**config.mk**
```make
export PLATFORM = sky130hd
export DESIGN_NAME = usb_cmd_parser
export DESIGN_NICKNAME = d
export VERILOG_FILES = /design/src/rtl/usb_cmd_parser.sv
export SDC_FILE = /design/constraint.sdc
export NUM_CORES = 1
export LEC_CHECK = 0
export ABC_AREA = 1
export BUFFER_PORTS_ARGS = -buffer_cell sky130_fd_sc_hd__clkbuf_2
export CAP_MARGIN = 25
export CORE_MARGIN = 2
export CORE_UTILIZATION = 40
export CTS_CLUSTER_SIZE = 14
export DETAILED_ROUTE_END_ITERATION = 6
export PLACE_DENSITY_LB_ADDON = 0.08
export SYNTH_ARGS = -nofsm -noshare
export SYNTH_HDL_FRONTEND = slang
export SYNTH_SLANG_ARGS = --single-unit
```
**constraint.sdc**
```tcl
create_clock -name CLK -period 6.75 [get_ports CLK]
set_input_delay 1.35 -clock CLK [delete_from_list [all_inputs] [get_ports CLK]]
set_output_delay 1.35 -clock CLK [all_outputs]
set_load 0.03 [all_outputs]
```
**src/rtl/usb_cmd_parser.sv**
```systemverilog
// -----------------------------------------------------------------------------
// usb_cmd_parser
//
// Frames 16-bit words from the USB slave-FIFO read engine into command packets
// (SYNC, header {base_addr, len}, len payload words, 16-bit checksum). The
// payload is buffered and only replayed as register writes once the checksum
// matches. Corrupt, oversized or stalled packets are dropped with a pkt_err
// pulse and leave no side effects on the register bus.
//
// Ports:
//   CLK, RST       clock / synchronous active-high reset
//   din, din_valid captured USB word and its one-cycle strobe
//   reg_addr/reg_data/reg_wr  register write port (one write per cycle in COMMIT)
//   pkt_ok         pulse after the last write of a good packet
//   pkt_err        pulse on any packet abort
//   err_count      saturating count of pkt_err pulses
//   busy           high while committing; words arriving then are dropped
//   drop_count     saturating count of words dropped while busy
//   state_monitor  current state (0 HUNT, 1 HDR, 2 DATA, 3 CSUM, 4 COMMIT)
// -----------------------------------------------------------------------------
module usb_cmd_parser #(
  parameter logic [15:0] SYNC_WORD = 16'hA5C3,
  parameter int          MAX_LEN   = 8,
  parameter int          TIMEOUT   = 1024
) (
  input  logic        CLK,
  input  logic        RST,
  input  logic [15:0] din,
  input  logic        din_valid,
  output logic [7:0]  reg_addr,
  output logic [15:0] reg_data,
  output logic        reg_wr,
  output logic        pkt_ok,
  output logic        pkt_err,
  output logic [7:0]  err_count,
  output logic        busy,
  output logic [7:0]  drop_count,
  output logic [2:0]  state_monitor
);

  localparam int            AW       = (MAX_LEN > 1) ? $clog2(MAX_LEN) : 1;
  localparam int            DEPTH    = 1 << AW;
  localparam int            TW       = $clog2(TIMEOUT + 1);
  localparam logic [TW-1:0] TMO_LAST = TW'(TIMEOUT - 1);
  localparam logic [7:0]    MAX_LEN8 = 8'(MAX_LEN);
  localparam logic [AW-1:0] ADDR0    = '0;

  typedef enum logic [2:0] {
    S_HUNT   = 3'd0,
    S_HDR    = 3'd1,
    S_DATA   = 3'd2,
    S_CSUM   = 3'd3,
    S_COMMIT = 3'd4
  } state_e;

  state_e        state_q, state_d;
  logic [7:0]    base_q, base_d;
  logic [7:0]    len_q, len_d;
  logic [7:0]    idx_q, idx_d;
  logic [15:0]   csum_q, csum_d;
  logic [TW-1:0] tmo_q, tmo_d;
  logic [7:0]    reg_addr_q, reg_addr_d;
  logic [15:0]   reg_data_q, reg_data_d;
  logic          reg_wr_q, reg_wr_d;
  logic          pkt_ok_q, pkt_ok_d;
  logic          pkt_err_q, pkt_err_d;
  logic [7:0]    err_cnt_q, err_cnt_d;
  logic [7:0]    drop_cnt_q, drop_cnt_d;
  logic          tmo_abort;

  // Payload buffer; written in DATA, read into the registered reg_data.
  logic [15:0]   buf_mem [DEPTH];
  logic          buf_we;
  logic [AW-1:0] buf_waddr;
  logic [15:0]   buf_wdata;

  always_ff @(posedge CLK) begin
    if (buf_we) begin
      buf_mem[buf_waddr] <= buf_wdata;
    end
  end

  always_comb begin
    state_d    = state_q;
    base_d     = base_q;
    len_d      = len_q;
    idx_d      = idx_q;
    csum_d     = csum_q;
    tmo_d      = tmo_q;
    reg_addr_d = reg_addr_q;
    reg_data_d = reg_data_q;
    reg_wr_d   = 1'b0;
    pkt_ok_d   = 1'b0;
    pkt_err_d  = 1'b0;
    err_cnt_d  = err_cnt_q;
    drop_cnt_d = drop_cnt_q;
    tmo_abort  = 1'b0;
    buf_we     = 1'b0;
    buf_waddr  = idx_q[AW-1:0];
    buf_wdata  = din;

    // Inter-word watchdog, only armed while a packet is being framed.
    if (state_q == S_HDR || state_q == S_DATA || state_q == S_CSUM) begin
      if (din_valid) begin
        tmo_d = '0;
      end else if (tmo_q == TMO_LAST) begin
        tmo_abort = 1'b1;
        tmo_d     = '0;
      end else begin
        tmo_d = tmo_q + TW'(1);
      end
    end else begin
      tmo_d = '0;
    end

    case (state_q)
      S_HUNT: begin
        if (din_valid && din == SYNC_WORD) begin
          state_d = S_HDR;
        end
      end

      S_HDR: begin
        if (din_valid) begin
          base_d = din[15:8];
          len_d  = din[7:0];
          idx_d  = 8'd0;
          csum_d = din;
          if (din[7:0] == 8'd0 || din[7:0] > MAX_LEN8) begin
            pkt_err_d = 1'b1;
            state_d   = S_HUNT;
          end else begin
            state_d = S_DATA;
          end
        end
      end

      S_DATA: begin
        // SYNC_WORD is ordinary payload here; no resync inside a packet.
        if (din_valid) begin
          buf_we = 1'b1;
          csum_d = csum_q + din;
          idx_d  = idx_q + 8'd1;
          if ((idx_q + 8'd1) == len_q) begin
            state_d = S_CSUM;
          end
        end
      end

      S_CSUM: begin
        if (din_valid) begin
          if (din == csum_q) begin
            // Issue write 0 on this edge so the first reg_wr lands in the
            // cycle right after the checksum strobe; idx then points ahead.
            state_d    = S_COMMIT;
            reg_wr_d   = 1'b1;
            reg_addr_d = base_q;
            reg_data_d = buf_mem[ADDR0];
            idx_d      = 8'd1;
          end else begin
            pkt_err_d = 1'b1;
            state_d   = S_HUNT;
          end
        end
      end

      S_COMMIT: begin
        if (din_valid && drop_cnt_q != 8'hFF) begin
          drop_cnt_d = drop_cnt_q + 8'd1;
        end
        if (idx_q < len_q) begin
          reg_wr_d   = 1'b1;
          reg_addr_d = base_q + idx_q;  // 8-bit wrap is intended
          reg_data_d = buf_mem[idx_q[AW-1:0]];
          idx_d      = idx_q + 8'd1;
        end else begin
          pkt_ok_d = 1'b1;
          state_d  = S_HUNT;
        end
      end

      default: begin
        state_d = S_HUNT;
      end
    endcase

    // Timeout only fires on idle cycles, so it never collides with a strobe.
    if (tmo_abort) begin
      pkt_err_d = 1'b1;
      state_d   = S_HUNT;
    end

    if (pkt_err_d && err_cnt_q != 8'hFF) begin
      err_cnt_d = err_cnt_q + 8'd1;
    end
  end

  always_ff @(posedge CLK) begin
    if (RST) begin
      state_q    <= S_HUNT;
      base_q     <= 8'd0;
      len_q      <= 8'd0;
      idx_q      <= 8'd0;
      csum_q     <= 16'd0;
      tmo_q      <= '0;
      reg_addr_q <= 8'd0;
      reg_data_q <= 16'd0;
      reg_wr_q   <= 1'b0;
      pkt_ok_q   <= 1'b0;
      pkt_err_q  <= 1'b0;
      err_cnt_q  <= 8'd0;
      drop_cnt_q <= 8'd0;
    end else begin
      state_q    <= state_d;
      base_q     <= base_d;
      len_q      <= len_d;
      idx_q      <= idx_d;
      csum_q     <= csum_d;
      tmo_q      <= tmo_d;
      reg_addr_q <= reg_addr_d;
      reg_data_q <= reg_data_d;
      reg_wr_q   <= reg_wr_d;
      pkt_ok_q   <= pkt_ok_d;
      pkt_err_q  <= pkt_err_d;
      err_cnt_q  <= err_cnt_d;
      drop_cnt_q <= drop_cnt_d;
    end
  end

  assign reg_addr      = reg_addr_q;
  assign reg_data      = reg_data_q;
  assign reg_wr        = reg_wr_q;
  assign pkt_ok        = pkt_ok_q;
  assign pkt_err       = pkt_err_q;
  assign err_count     = err_cnt_q;
  assign drop_count    = drop_cnt_q;
  assign busy          = (state_q == S_COMMIT);
  assign state_monitor = state_q;

endmodule

```
==> metrics.md <==
| Metric | Value |
|---|---|
| Run status | finished clean |
| GRT Resource Usage Total | 21.3% |
| Worst path top cell family by delay | simple AND/OR/NAND/NOR gates |
| Core area | 26700 µm² |
| Yosys reg bits | 228 |
| Final Cycle Share | 55.9% |
| YS warnings | 0 |
| FFs w/ async S/R, synth | 0% |
| Clock Power Share | 40.3% |
| Vias | 8476 |
| Post-CTS Setup Inserts | 0 |
| Worst path arrival time | 2.42 ns |
| Hold endpoint | tmo_q[0] |
| Count leader, synth | nand2_1 |
| Die height | 168 µm |
| Critical Path RT | 5.40 ns |
| Sw Pwr | 0.907 mW |
| Achievable Freq | 0.265 GHz |
| Synth cell count leaders | 191 x nand2_1, 128 x edfxtp_1, 126 x nor2_1 |
| Leakage | 4.76 nW |
| Initial DRC Count | 528 |
| CTS Hold Bufs | 0 |
| Synth Flop Type | edfxtp_1 |
| Worst-path fanout max | 19 |
| Distinct cell type count of the synthesized netlist | 46 |
| Max-Slew Margin vs Limit | 32.0% |
| Layout overhead on the synthesized area | 13.8% |
| Global route overflow | 0 |
| Fin. max-slew vios | 0 |
| Post-Syn Area | 10800 µm² |
| Synth Instances | 1187 |
| Leading area contributor after synthesis | edfxtp_1 |
| Post-synth EDFFs | 128 |
| DRC | 0 |
| Largest stage delay, worst path | 0.62 ns |
| Pre-antenna DRT Iters | 5 |
| H-tree levels | 1 |
| MaxCap Viol Count | 0 |
| First-pass GRT wire length | 46600 µm |
| Average size of a mapped cell | 9.09 µm² |
| Worst R2R Path Depth | 6 |
| Minimum clock period | 3.77 ns |
| Sw Ratio | 27.3% |
| Die outline area | 28300 µm² |
| Slew @ Worst Pin | 1.02 ns |
| Worst-skew pair later-pin latency | 0.54 ns |
| Clock transition at path regs | 0.06 ns |
| CTS Root Cell | clkbuf_16 |
| Area of the multi-input gates | 4330 µm² |
| Antenna viol nets, final | 0 |
| Vias in the first global route | 7987 |
| Worst min-delay path class | reg2reg |
| CTS tree | done |
| Hold Crit Depth | 1 |
| Setup Skew | 0.0179 ns |
| Storage element area | 5850 µm² |
| Design Area, Final | 12300 µm² |
| Num Clock Sinks | 228 |
| Post-placement cell area | 11500 µm² |
| Dpl hpwl | 19500 µm |
| R2r startpoint | state_monitor[0] |
| Final setup vio count | 0 |
| Cell depth of the worst setup path | 5 |
| Reg2Reg Setup Slack | 3.52 ns |
| Syn_nets | 1242 |
| Port bufs | 65 |
| Post-cts resize count | 0 |
| Worst vdd ir | 0.187 mV |
| Flop pwr share | 46.1% |
| Routed WL | 29800 µm |
| Worst hold start | tmo_q[0] |
| CTS max path bufs | 3 |
| Starting density of the core | 40.4% |
| Startpoint Class | register |
| Finished Core Util | 45.9% |
| TritonCTS buffer count | 26 |
| Cell-internal power | 2.42 mW |
| Setup TNS | 0 ns |
| Num rows | 60 |
| Sequential area share after synthesis | 54.2% |
| Chip Width | 168 µm |
| Initial antenna violation count | 0 |
| Setup Crit Path Kind | reg2out |
| Area contributors post-synth | edfxtp_1 36%, dfxtp_1 19%, nand2_1 6.6%, o21ai_0 5.7%, a21oi_1 4.7% |
| Worst R2R End | buf_mem[7][4] |
| N_diodes | 0 |
| # IOs | 66 |
| Layout cells sized above 1 | 11.0% |
| Crit-path cells | nor2_1, inv_1, nor2_2, buf_4, clkbuf_2 |
| GPL Wtd Cong | 0.924 |
| Nets@finish | 1304 |
| Combinational fraction of design power | 13.6% |
| Fill cells | 2634 |
| Avg Vias per Cell | 5.26 |
| Final Hold Fails | 0 |
| Pwr Density | 271 nW/µm² |
| RSZ-0062 raised after global routing | no |
| Element type at the critical path end | primary output |
| Crit-path slowest cell | nor2_2 |
| Top-area cell type share of the netlist area | 35.6% |
| Largest net degree at the start of global routing | 65 |
| Wire per inst | 18.5 µm |
| CP Buf/Inv Count | 3 |
[worst reg2reg max path, stage by stage (launching register included)]
cell	delay [ns]
dfxtp_1	0.35
nor2_1	0.15
nand2_1	0.56
nor2_1	0.52
nand2_1	0.20
nor2_1	0.81
buf_4	0.34
[state kept, by name, summed over array words and instances, names as in the netlist, 8 cells and up, named ones only]
| name | flops |
|---|---|
| buf_mem | 128 |
| csum_q | 16 |
| reg_data | 16 |
| tmo_q | 11 |
| base_q | 8 |
| drop_count | 8 |
| err_count | 8 |
| idx_q | 8 |
| len_q | 8 |
| reg_addr | 8 |
[power groups by stage]
stage	Clock, mW	Sequential (mW)	Combinational [mW]
finish	1.34	1.53	0.451
global route	1.42	1.54	0.517
CTS	1.37	1.53	0.455
detailed placement	0	1.56	0.453
global placement	0	1.56	0.452
floorplan	0	1.55	0.328
[logic make-up after synthesis]
group	count (synthesis)	share of synthesized area [%]
compound gates	297	15.5
xor+xnor	18	1.46
fa+ha+maj	36	4.32
buf+inv	159	5.88
flops	228	54.2
mux	16	1.48
simple gates	433	17.1
[metal layers]
| layer | global-route usage (%) | vias to the layer above | part of all wire [%] |
|---|---|---|---|
| met4 | 5.81 | 0 | 2.3 |
| met3 | 2.59 | 44 | 4.3 |
| met5 | 0 | - | 0 |
| li1 | - | 4255 | - |
| met2 | 32.9 | 163 | 44 |
| met1 | 31.5 | 4014 | 50 |
[area by class of cell]
class,count,area share [%]
tap,341,3.48
inverter,111,3.39
sequential,228,47.6
timing repair buffer,82,3.69
clock buffer,34,5.80
multi-input combinational,800,35.2
clock inverter,14,0.754
[stage by stage]
step           hold WS, ns  power (mW)  cells  worst slack, ns
5_1_grt              0.489        3.47   1610             2.83
2_1_floorplan        0.418        1.88   1187             3.50
6_report             0.463        3.32   1610             2.98
3_3_place_gp         0.433        2.01   1562             2.84
4_1_cts              0.463        3.36   1610             2.93
3_5_place_dp         0.455        2.01   1562             2.80
[layout by cell type, fill, tap and decap left out, types with 27 or more instances in the layout]
cell type,netlist,layout
clkbuf_2,0,65
clkbuf_16,0,27
nand3_1,72,72
nand2_1,191,191
ha_1,34,34
a21oi_1,102,102
edfxtp_1,128,128
nor2_1,126,126
inv_1,108,107
dfxtp_1,100,98
o21ai_0,122,122
[how the worst max path moves through the flow]
stage                     start       endpoint  slack [ns]
2_1_floorplan         din_valid  buf_mem[4][0]        3.50
3_3_place_gp             din[7]    reg_addr[6]        2.84
3_5_place_dp             din[7]    reg_addr[6]        2.80
4_1_cts        state_monitor[0]           busy        2.93
5_1_grt        state_monitor[0]           busy        2.83
6_report       state_monitor[0]           busy        2.98
Power figures use the tool's default switching activity.
